[config.mk]
export PLATFORM = sky130hd
export DESIGN_NAME = tomasulo_core
export DESIGN_NICKNAME = d
export VERILOG_FILES = /design/src/rtl/tomasulo_core.sv
export SDC_FILE = /design/constraint.sdc
export NUM_CORES = 1
export LEC_CHECK = 0
export CAP_MARGIN = 20
export CORE_MARGIN = 8
export CORE_UTILIZATION = 61
export DETAILED_ROUTE_END_ITERATION = 10
export PLACE_DENSITY = 0.79
export SLEW_MARGIN = 20
export SYNTH_ARGS = -nofsm -noshare
export SYNTH_HDL_FRONTEND = slang
export SYNTH_SLANG_ARGS = --single-unit
[constraint.sdc]
create_clock -name clk -period 6.8 [get_ports clk]
set_clock_uncertainty 0.15 [all_clocks]
set_input_delay 1.7 -clock clk [delete_from_list [all_inputs] [get_ports clk]]
set_output_delay 1.7 -clock clk [all_outputs]
set_load 0.02 [all_outputs]
[src/rtl/tomasulo_core.sv]
// Tomasulo out-of-order core: fixed program ROM, 8x8-bit register file with
// tag table, 3 add and 2 mul reservation stations. The adder and the
// multiplier are non-pipelined, and each broadcasts its result on its own CDB.
module tomasulo_core #(
    parameter int ADD_LAT  = 2,
    parameter int MUL_LAT  = 4,
    parameter int PROG_LEN = 4
) (
    input  logic       clk,
    input  logic       rst_n,
    output logic [4:0] clock_count,
    output logic [7:0] Op1,
    output logic [7:0] Op2,
    output logic [7:0] Op3,
    output logic [7:0] Op4,
    output logic [2:0] count,
    output logic [2:0] count2,
    output logic       ADD_Status,
    output logic [7:0] ADD_Output,
    output logic [2:0] ADD_Tag_op,
    output logic       MUL_Status,
    output logic [7:0] MUL_Output,
    output logic [2:0] MUL_Tag_op
);

    localparam logic [1:0] OP_ADD  = 2'd0;
    localparam logic [1:0] OP_SUB  = 2'd1;
    localparam logic [1:0] OP_MUL  = 2'd2;
    localparam logic [1:0] OP_HALT = 2'd3;

    // Program ROM; anything past the program reads as HALT.
    function automatic logic [10:0] rom_read(input logic [3:0] pc);
        logic [10:0] ins;
        case (pc)
            4'd0:    ins = {OP_ADD, 3'd1, 3'd2, 3'd3};
            4'd1:    ins = {OP_MUL, 3'd4, 3'd1, 3'd5};
            4'd2:    ins = {OP_SUB, 3'd6, 3'd7, 3'd2};
            4'd3:    ins = {OP_MUL, 3'd0, 3'd4, 3'd2};
            default: ins = {OP_HALT, 9'd0};
        endcase
        if (int'(pc) >= PROG_LEN) ins = {OP_HALT, 9'd0};
        return ins;
    endfunction

    // Source operand at issue: register value, or a CDB value broadcast this
    // cycle, otherwise the producer tag. Returns {tag, value}.
    function automatic logic [10:0] resolve(
        input logic [2:0] tag, input logic [7:0] rv,
        input logic as, input logic [2:0] at, input logic [7:0] av,
        input logic ms, input logic [2:0] mt, input logic [7:0] mv);
        logic [10:0] r;
        if (tag == 3'd0)            r = {3'd0, rv};
        else if (as && at == tag)   r = {3'd0, av};
        else if (ms && mt == tag)   r = {3'd0, mv};
        else                        r = {tag, 8'd0};
        return r;
    endfunction

    function automatic logic [7:0] alu(input logic sub, input logic [7:0] a, input logic [7:0] b);
        return sub ? (a - b) : (a + b);
    endfunction

    function automatic logic [7:0] mul8(input logic [7:0] a, input logic [7:0] b);
        logic [15:0] p;
        p = a * b;
        return p[7:0];
    endfunction

    logic [4:0] r_clk_cnt;
    logic [3:0] r_pc;
    logic [7:0] r_regs [8];
    logic [2:0] r_rtag [8];

    logic [2:0] r_a_busy, r_a_exec, r_a_sub;
    logic [7:0] r_a_vj [3];
    logic [7:0] r_a_vk [3];
    logic [2:0] r_a_qj [3];
    logic [2:0] r_a_qk [3];

    logic [1:0] r_m_busy, r_m_exec;
    logic [7:0] r_m_vj [2];
    logic [7:0] r_m_vk [2];
    logic [2:0] r_m_qj [2];
    logic [2:0] r_m_qk [2];

    logic       r_au_busy, r_mu_busy;
    logic [3:0] r_au_left, r_mu_left;
    logic [1:0] r_au_idx;
    logic       r_mu_idx;
    logic [7:0] r_au_res, r_mu_res;

    logic [7:0] r_op1, r_op2, r_op3, r_op4;
    logic       r_add_st, r_mul_st;
    logic [7:0] r_add_out, r_mul_out;
    logic [2:0] r_add_tag, r_mul_tag;

    logic [10:0] w_instr;
    logic [1:0]  w_op;
    logic [2:0]  w_rd, w_rs1, w_rs2;
    logic [10:0] w_s1, w_s2;
    logic        w_a_free_ok, w_m_free_ok, w_a_rdy_ok, w_m_rdy_ok;
    logic [1:0]  w_a_free_idx, w_a_rdy_idx;
    logic        w_m_free_idx, w_m_rdy_idx;
    logic        w_issue_add, w_issue_mul, w_a_start, w_m_start;
    logic [2:0]  w_new_tag;

    assign w_instr = rom_read(r_pc);
    assign w_op    = w_instr[10:9];
    assign w_rd    = w_instr[8:6];
    assign w_rs1   = w_instr[5:3];
    assign w_rs2   = w_instr[2:0];

    assign w_s1 = resolve(r_rtag[w_rs1], r_regs[w_rs1], r_add_st, r_add_tag, r_add_out,
                          r_mul_st, r_mul_tag, r_mul_out);
    assign w_s2 = resolve(r_rtag[w_rs2], r_regs[w_rs2], r_add_st, r_add_tag, r_add_out,
                          r_mul_st, r_mul_tag, r_mul_out);

    // Lowest-index free station (for issue) and lowest-index ready station (for dispatch).
    always_comb begin
        w_a_free_ok = 1'b0; w_a_free_idx = 2'd0;
        w_a_rdy_ok  = 1'b0; w_a_rdy_idx  = 2'd0;
        w_m_free_ok = 1'b0; w_m_free_idx = 1'b0;
        w_m_rdy_ok  = 1'b0; w_m_rdy_idx  = 1'b0;
        for (int i = 2; i >= 0; i--) begin
            if (!r_a_busy[i]) begin
                w_a_free_ok = 1'b1; w_a_free_idx = 2'(i);
            end
            if (r_a_busy[i] && !r_a_exec[i] && r_a_qj[i] == 3'd0 && r_a_qk[i] == 3'd0) begin
                w_a_rdy_ok = 1'b1; w_a_rdy_idx = 2'(i);
            end
        end
        for (int i = 1; i >= 0; i--) begin
            if (!r_m_busy[i]) begin
                w_m_free_ok = 1'b1; w_m_free_idx = 1'(i);
            end
            if (r_m_busy[i] && !r_m_exec[i] && r_m_qj[i] == 3'd0 && r_m_qk[i] == 3'd0) begin
                w_m_rdy_ok = 1'b1; w_m_rdy_idx = 1'(i);
            end
        end
    end

    assign w_issue_add = (w_op == OP_ADD || w_op == OP_SUB) && w_a_free_ok;
    assign w_issue_mul = (w_op == OP_MUL) && w_m_free_ok;
    assign w_new_tag   = w_issue_add ? (3'(w_a_free_idx) + 3'd1) : (3'(w_m_free_idx) + 3'd4);
    assign w_a_start   = !r_au_busy && w_a_rdy_ok;
    assign w_m_start   = !r_mu_busy && w_m_rdy_ok;

    // Cycle counter and in-order program counter (stalls on full RS class or HALT).
    always_ff @(posedge clk or negedge rst_n) begin
        if (!rst_n) begin
            r_clk_cnt <= 5'd0;
            r_pc      <= 4'd0;
        end else begin
            r_clk_cnt <= r_clk_cnt + 5'd1;
            if (w_issue_add || w_issue_mul) r_pc <= r_pc + 4'd1;
        end
    end

    // Register file: CDB writeback first, then issue claims rd with the new tag.
    always_ff @(posedge clk or negedge rst_n) begin
        if (!rst_n) begin
            for (int i = 0; i < 8; i++) begin
                r_regs[i] <= 8'(i + 1);
                r_rtag[i] <= 3'd0;
            end
        end else begin
            for (int i = 0; i < 8; i++) begin
                if (r_add_st && r_rtag[i] == r_add_tag) begin
                    r_regs[i] <= r_add_out; r_rtag[i] <= 3'd0;
                end
                if (r_mul_st && r_rtag[i] == r_mul_tag) begin
                    r_regs[i] <= r_mul_out; r_rtag[i] <= 3'd0;
                end
            end
            if (w_issue_add || w_issue_mul) r_rtag[w_rd] <= w_new_tag;
        end
    end

    // Add reservation stations: free on own broadcast, capture operands, accept issue.
    always_ff @(posedge clk or negedge rst_n) begin
        if (!rst_n) begin
            r_a_busy <= 3'd0; r_a_exec <= 3'd0; r_a_sub <= 3'd0;
            for (int i = 0; i < 3; i++) begin
                r_a_vj[i] <= 8'd0; r_a_vk[i] <= 8'd0;
                r_a_qj[i] <= 3'd0; r_a_qk[i] <= 3'd0;
            end
        end else begin
            for (int i = 0; i < 3; i++) begin
                if (r_add_st && r_add_tag == 3'(i + 1)) begin
                    r_a_busy[i] <= 1'b0; r_a_exec[i] <= 1'b0;
                end
                if (w_a_start && w_a_rdy_idx == 2'(i)) r_a_exec[i] <= 1'b1;
                if (r_a_busy[i] && r_a_qj[i] != 3'd0) begin
                    if (r_add_st && r_a_qj[i] == r_add_tag) begin
                        r_a_vj[i] <= r_add_out; r_a_qj[i] <= 3'd0;
                    end else if (r_mul_st && r_a_qj[i] == r_mul_tag) begin
                        r_a_vj[i] <= r_mul_out; r_a_qj[i] <= 3'd0;
                    end
                end
                if (r_a_busy[i] && r_a_qk[i] != 3'd0) begin
                    if (r_add_st && r_a_qk[i] == r_add_tag) begin
                        r_a_vk[i] <= r_add_out; r_a_qk[i] <= 3'd0;
                    end else if (r_mul_st && r_a_qk[i] == r_mul_tag) begin
                        r_a_vk[i] <= r_mul_out; r_a_qk[i] <= 3'd0;
                    end
                end
                if (w_issue_add && w_a_free_idx == 2'(i)) begin
                    r_a_busy[i] <= 1'b1; r_a_exec[i] <= 1'b0;
                    r_a_sub[i]  <= (w_op == OP_SUB);
                    r_a_qj[i] <= w_s1[10:8]; r_a_vj[i] <= w_s1[7:0];
                    r_a_qk[i] <= w_s2[10:8]; r_a_vk[i] <= w_s2[7:0];
                end
            end
        end
    end

    // Mul reservation stations: same lifecycle as the add stations.
    always_ff @(posedge clk or negedge rst_n) begin
        if (!rst_n) begin
            r_m_busy <= 2'd0; r_m_exec <= 2'd0;
            for (int i = 0; i < 2; i++) begin
                r_m_vj[i] <= 8'd0; r_m_vk[i] <= 8'd0;
                r_m_qj[i] <= 3'd0; r_m_qk[i] <= 3'd0;
            end
        end else begin
            for (int i = 0; i < 2; i++) begin
                if (r_mul_st && r_mul_tag == 3'(i + 4)) begin
                    r_m_busy[i] <= 1'b0; r_m_exec[i] <= 1'b0;
                end
                if (w_m_start && w_m_rdy_idx == 1'(i)) r_m_exec[i] <= 1'b1;
                if (r_m_busy[i] && r_m_qj[i] != 3'd0) begin
                    if (r_add_st && r_m_qj[i] == r_add_tag) begin
                        r_m_vj[i] <= r_add_out; r_m_qj[i] <= 3'd0;
                    end else if (r_mul_st && r_m_qj[i] == r_mul_tag) begin
                        r_m_vj[i] <= r_mul_out; r_m_qj[i] <= 3'd0;
                    end
                end
                if (r_m_busy[i] && r_m_qk[i] != 3'd0) begin
                    if (r_add_st && r_m_qk[i] == r_add_tag) begin
                        r_m_vk[i] <= r_add_out; r_m_qk[i] <= 3'd0;
                    end else if (r_mul_st && r_m_qk[i] == r_mul_tag) begin
                        r_m_vk[i] <= r_mul_out; r_m_qk[i] <= 3'd0;
                    end
                end
                if (w_issue_mul && w_m_free_idx == 1'(i)) begin
                    r_m_busy[i] <= 1'b1; r_m_exec[i] <= 1'b0;
                    r_m_qj[i] <= w_s1[10:8]; r_m_vj[i] <= w_s1[7:0];
                    r_m_qk[i] <= w_s2[10:8]; r_m_vk[i] <= w_s2[7:0];
                end
            end
        end
    end

    // Adder: count down the latency, then pulse the add CDB for one cycle;
    // the unit is idle again on the writeback edge.
    always_ff @(posedge clk or negedge rst_n) begin
        if (!rst_n) begin
            r_au_busy <= 1'b0; r_au_left <= 4'd0; r_au_idx <= 2'd0; r_au_res <= 8'd0;
            r_op1 <= 8'd0; r_op2 <= 8'd0;
            r_add_st <= 1'b0; r_add_out <= 8'd0; r_add_tag <= 3'd0;
        end else begin
            r_add_st <= 1'b0;
            if (r_au_busy) begin
                if (r_au_left == 4'd1) begin
                    r_au_busy <= 1'b0;
                    r_add_st  <= 1'b1;
                    r_add_out <= r_au_res;
                    r_add_tag <= 3'(r_au_idx) + 3'd1;
                end else begin
                    r_au_left <= r_au_left - 4'd1;
                end
            end else if (w_a_start) begin
                r_au_busy <= 1'b1;
                r_au_left <= 4'(ADD_LAT);
                r_au_idx  <= w_a_rdy_idx;
                r_au_res  <= alu(r_a_sub[w_a_rdy_idx], r_a_vj[w_a_rdy_idx], r_a_vk[w_a_rdy_idx]);
                r_op1     <= r_a_vj[w_a_rdy_idx];
                r_op2     <= r_a_vk[w_a_rdy_idx];
            end
        end
    end

    // Multiplier: same timing scheme as the adder with its own latency.
    always_ff @(posedge clk or negedge rst_n) begin
        if (!rst_n) begin
            r_mu_busy <= 1'b0; r_mu_left <= 4'd0; r_mu_idx <= 1'b0; r_mu_res <= 8'd0;
            r_op3 <= 8'd0; r_op4 <= 8'd0;
            r_mul_st <= 1'b0; r_mul_out <= 8'd0; r_mul_tag <= 3'd0;
        end else begin
            r_mul_st <= 1'b0;
            if (r_mu_busy) begin
                if (r_mu_left == 4'd1) begin
                    r_mu_busy <= 1'b0;
                    r_mul_st  <= 1'b1;
                    r_mul_out <= r_mu_res;
                    r_mul_tag <= 3'(r_mu_idx) + 3'd4;
                end else begin
                    r_mu_left <= r_mu_left - 4'd1;
                end
            end else if (w_m_start) begin
                r_mu_busy <= 1'b1;
                r_mu_left <= 4'(MUL_LAT);
                r_mu_idx  <= w_m_rdy_idx;
                r_mu_res  <= mul8(r_m_vj[w_m_rdy_idx], r_m_vk[w_m_rdy_idx]);
                r_op3     <= r_m_vj[w_m_rdy_idx];
                r_op4     <= r_m_vk[w_m_rdy_idx];
            end
        end
    end

    assign count  = {2'b0, r_a_busy[0]} + {2'b0, r_a_busy[1]} + {2'b0, r_a_busy[2]};
    assign count2 = {2'b0, r_m_busy[0]} + {2'b0, r_m_busy[1]};

    assign clock_count = r_clk_cnt;
    assign Op1 = r_op1;
    assign Op2 = r_op2;
    assign Op3 = r_op3;
    assign Op4 = r_op4;
    assign ADD_Status = r_add_st;
    assign ADD_Output = r_add_out;
    assign ADD_Tag_op = r_add_tag;
    assign MUL_Status = r_mul_st;
    assign MUL_Output = r_mul_out;
    assign MUL_Tag_op = r_mul_tag;

endmodule

==> flow_metrics.env <==
export IMPL_synthFlopType="dfrtp_1"
export IMPL_ant_nets=0
export IMPL_pwr_share_clk_pct=51.6
export IMPL_reg2reg_depth=20
export IMPL_synth_async_reset_ratio_pct=100
export IMPL_antenna_found_initial=1
export IMPL_fp_dieH_um=196
export IMPL_ys_seq_area_share_pct=38.5
export IMPL_seq_power_share_pct=47.4
export IMPL_post_cts_resized=0
export IMPL_powerDensity_mw_per_mm2=173
export IMPL_rsz0062_at_grt="false"
export IMPL_post_cts_buffers=0
export IMPL_num_rows=66
export IMPL_regToRegEndpoint="r_mu_res[7]"
export IMPL_p_int_mw=2.98
export IMPL_cts_root_buffer="clkbuf_16"
export IMPL_syn_inst=2269
export IMPL_place_inst=2647
export IMPL_globalRoute_totalOverflow=0
export IMPL_leakagePower_nw=9.82
export IMPL_vias_per_cell=6.74
export IMPL_multiInputGateArea_mm2=0.0113
export IMPL_critPathKind="reg2reg"
export IMPL_synth_top_cell_by_area="dfrtp_1"
export IMPL_drtIter0Drc=2565
export IMPL_slew_violations=0
export IMPL_tightest_slew_ns=1.13
export IMPL_drtPass1Iterations=6
export IMPL_htree_levels=2
export IMPL_place_ws_ns=1.32
export IMPL_timing_rr_start="r_m_qk[0]"
export IMPL_gp_congestion=0.941
export IMPL_crit_path_cell_trace="nor3_1 > nand4b_1 > nor2b_2 > buf_4 > and3_1 > a31oi_1 > fa_1 > inv_1 > fa_1 > ha_1 > inv_1 > fa_1 > inv_1 > ha_1 > a21o_1 > a21oi_1 > xnor2_1 > xnor2_1 > xnor2_1 > o21ai_0"
export IMPL_avgSynthCellArea_um2=8.74
export IMPL_hp_start="r_au_res[1]"
export IMPL_drive_gt1_share_pct=9.73
export IMPL_hold_depth=2
export IMPL_synth_area_mm2=0.0198
export IMPL_start_util_pct=61.4
export IMPL_ys_top_cells_by_area="dfrtp_1, mux2i_1, nand2_1"
export IMPL_swShare_pct=21.9
export IMPL_slew_limit_headroom_pct=24.4
export IMPL_period_share_pct=82.1
export IMPL_cts_tree="built"
export IMPL_maxCapViolations=0
export IMPL_cp_slowest_stage_delay_ns=0.52
export IMPL_wirelength_um=65400
export IMPL_area_growth_pct=11.5
export IMPL_die_area_mm2=0.0385
export IMPL_ys_seq_elements=304
export IMPL_grt_max_degree=123
export IMPL_maxClockFrequency_mhz=179
export IMPL_clock_sinks=304
export IMPL_grt_pass1_wl_um=102000
export IMPL_slowest_stage="fa_1"
export IMPL_grt_usage_pct=33.3
export IMPL_synth_edf_count=0
export IMPL_seq_area_mm2=0.00762
export IMPL_hold_class="reg2reg"
export IMPL_clk_pin_slew_worst_paths_ns=0.06
export IMPL_place_hpwl_um=43100
export IMPL_r2r_slack_ns=1.22
export IMPL_clk_latency_ns=0.53
export IMPL_end_kind="register"
export IMPL_timing_final_ws_setup_ns=1.22
export IMPL_stdcell_count=2713
export IMPL_whs_endpoint="r_au_res[1]"
export IMPL_nFillCells=2500
export IMPL_ys_top_cells_by_count="nand2_1, dfrtp_1, o21ai_0"
export IMPL_vias=18288
export IMPL_switchingPower_uw=835
export IMPL_combPwrFrac_pct=1.0
export IMPL_cts_buffers_inserted=36
export IMPL_setup_tns_ns=0
export IMPL_ir_worst_vdd_uv=199
export IMPL_status="finished clean"
export IMPL_synth_most_common_cell="nand2_1"
export IMPL_setup_viol=0
export IMPL_die_w_um=196
export IMPL_ios=69
export IMPL_wl_per_cell_um=24.1
export IMPL_core_mm2=0.0323
export IMPL_min_period_ns=5.58
export IMPL_crit_path_start_kind="register"
export IMPL_cts_hold_buf=0
export IMPL_required_ns=7.02
export IMPL_yosysTopAreaCellShare_pct=36.7
export IMPL_synth_cell_types=80
export IMPL_layout_nets=2300
export IMPL_hold_viol=0
export IMPL_final_util_pct=68.5
export IMPL_worstPathArrival_ns=5.80
export IMPL_timing_hold_ws_ns=0.322
export IMPL_grt_pass1_vias=17718
export IMPL_drcViolationCount=0
export IMPL_yosysWarnings=0
export IMPL_clk_path_buf_depth=3
export IMPL_io_buffer_count=65
export IMPL_antenna_cells=0
export IMPL_critPathMaxFanout=32
==> worst max-delay path: cells and delay by family, from the launching register on <==
| family | cells | cell delay, ns |
|---|---|---|
| buffers and inverters | 4 | 0.63 |
| AND/OR/NAND/NOR | 4 | 1.29 |
| XOR/XNOR | 3 | 0.43 |
| AO/OA/AOI/OAI | 4 | 0.50 |
| flip-flops | 1 | 0.42 |
| adder cells (fa/ha/maj) | 5 | 2.00 |
==> state kept, by name, summed over array words and instances, names as in the netlist, 9 cells and up <==
signal	cells
r_m_vj	16
r_a_vk	24
r_a_vj	24
r_rtag	24
r_a_qj	9
r_regs	64
r_a_qk	9
r_m_vk	16
==> stage by stage <==
| step | power [mW] | cell area [um2] |
|---|---|---|
| 2_1_floorplan | 1.85 | 19800 |
| 3_3_place_gp | 1.88 | 20800 |
| 3_5_place_dp | 1.88 | 20900 |
| 4_1_cts | 3.84 | 22100 |
| 5_1_grt | 3.90 | 22100 |
| 6_report | 3.82 | 22100 |
==> cells in the final DEF, fill, tap and decap left out, types with 6 or more instances in the layout <==
master / count
o211ai_1: 20
a31oi_1: 63
xor2_1: 30
mux2i_1: 157
inv_1: 63
clkbuf_16: 37
nand4_1: 19
nor2b_1: 9
nand2b_1: 6
buf_4: 64
ha_1: 40
nand4b_1: 12
a211oi_1: 61
a21oi_1: 76
and3_1: 34
nor2_1: 125
a221oi_1: 33
nor4b_2: 8
dfrtp_1: 291
xnor2_1: 112
dfstp_2: 13
o22ai_1: 30
nand3_1: 81
clkdlybuf4s50_1: 64
clkbuf_1: 6
a21o_1: 12
clkinv_2: 7
fa_1: 14
nor3_1: 14
o21ai_0: 250
nand2_1: 337
a221o_1: 25
o21ai_1: 7
mux2_2: 26
==> worst max path at each step <==
stage / from / to / slack, ns / cells past startpoint
2_1_floorplan: r_m_qk[3] / r_mu_res[7] / 1.89 / 19
3_3_place_gp: r_m_qj[5] / r_mu_res[7] / 1.45 / 19
3_5_place_dp: r_m_qj[5] / r_mu_res[7] / 1.32 / 19
4_1_cts: r_m_qj[3] / r_mu_res[7] / 1.31 / 19
5_1_grt: r_m_qk[0] / r_mu_res[7] / 0.82 / 20
6_report: r_m_qk[0] / r_mu_res[7] / 1.22 / 20
==> power groups by stage <==
stage | logic [mW] | registers [mW] | clock network (mW)
2_1_floorplan | 0.00276 | 1.84 | 0
3_3_place_gp | 0.0415 | 1.84 | 0
3_5_place_dp | 0.0421 | 1.84 | 0
4_1_cts | 0.0422 | 1.81 | 1.99
5_1_grt | 0.0476 | 1.81 | 2.05
6_report | 0.0400 | 1.81 | 1.97
==> area by class of cell <==
class,count,share of cell area (%)
repair buffers,130,5.23
clock inverters,17,0.821
clock buffers,48,4.60
inverters,64,1.09
flip-flops and latches,304,34.5
multi-input cells,1708,51.3
well taps,442,2.50
==> kinds of logic after synthesis <==
kind of cell,synth area share [%]
AO/OA/AOI/OAI,20.1
XOR/XNOR,6.27
adder cells (fa/ha/maj),3.94
buffers and inverters,5.30
flip-flops,38.5
multiplexers,9.52
other,0.0189
AND/OR/NAND/NOR,16.3
==> routing by layer <==
metal	vias up	track usage, %	share of wire, %
met1	8747	43.9	38
met5	-	0	0
met3	233	6.60	12
met2	1255	52.1	45
li1	8053	-	-
met4	0	15.9	4.7
(Power assumes the default switching activity.)
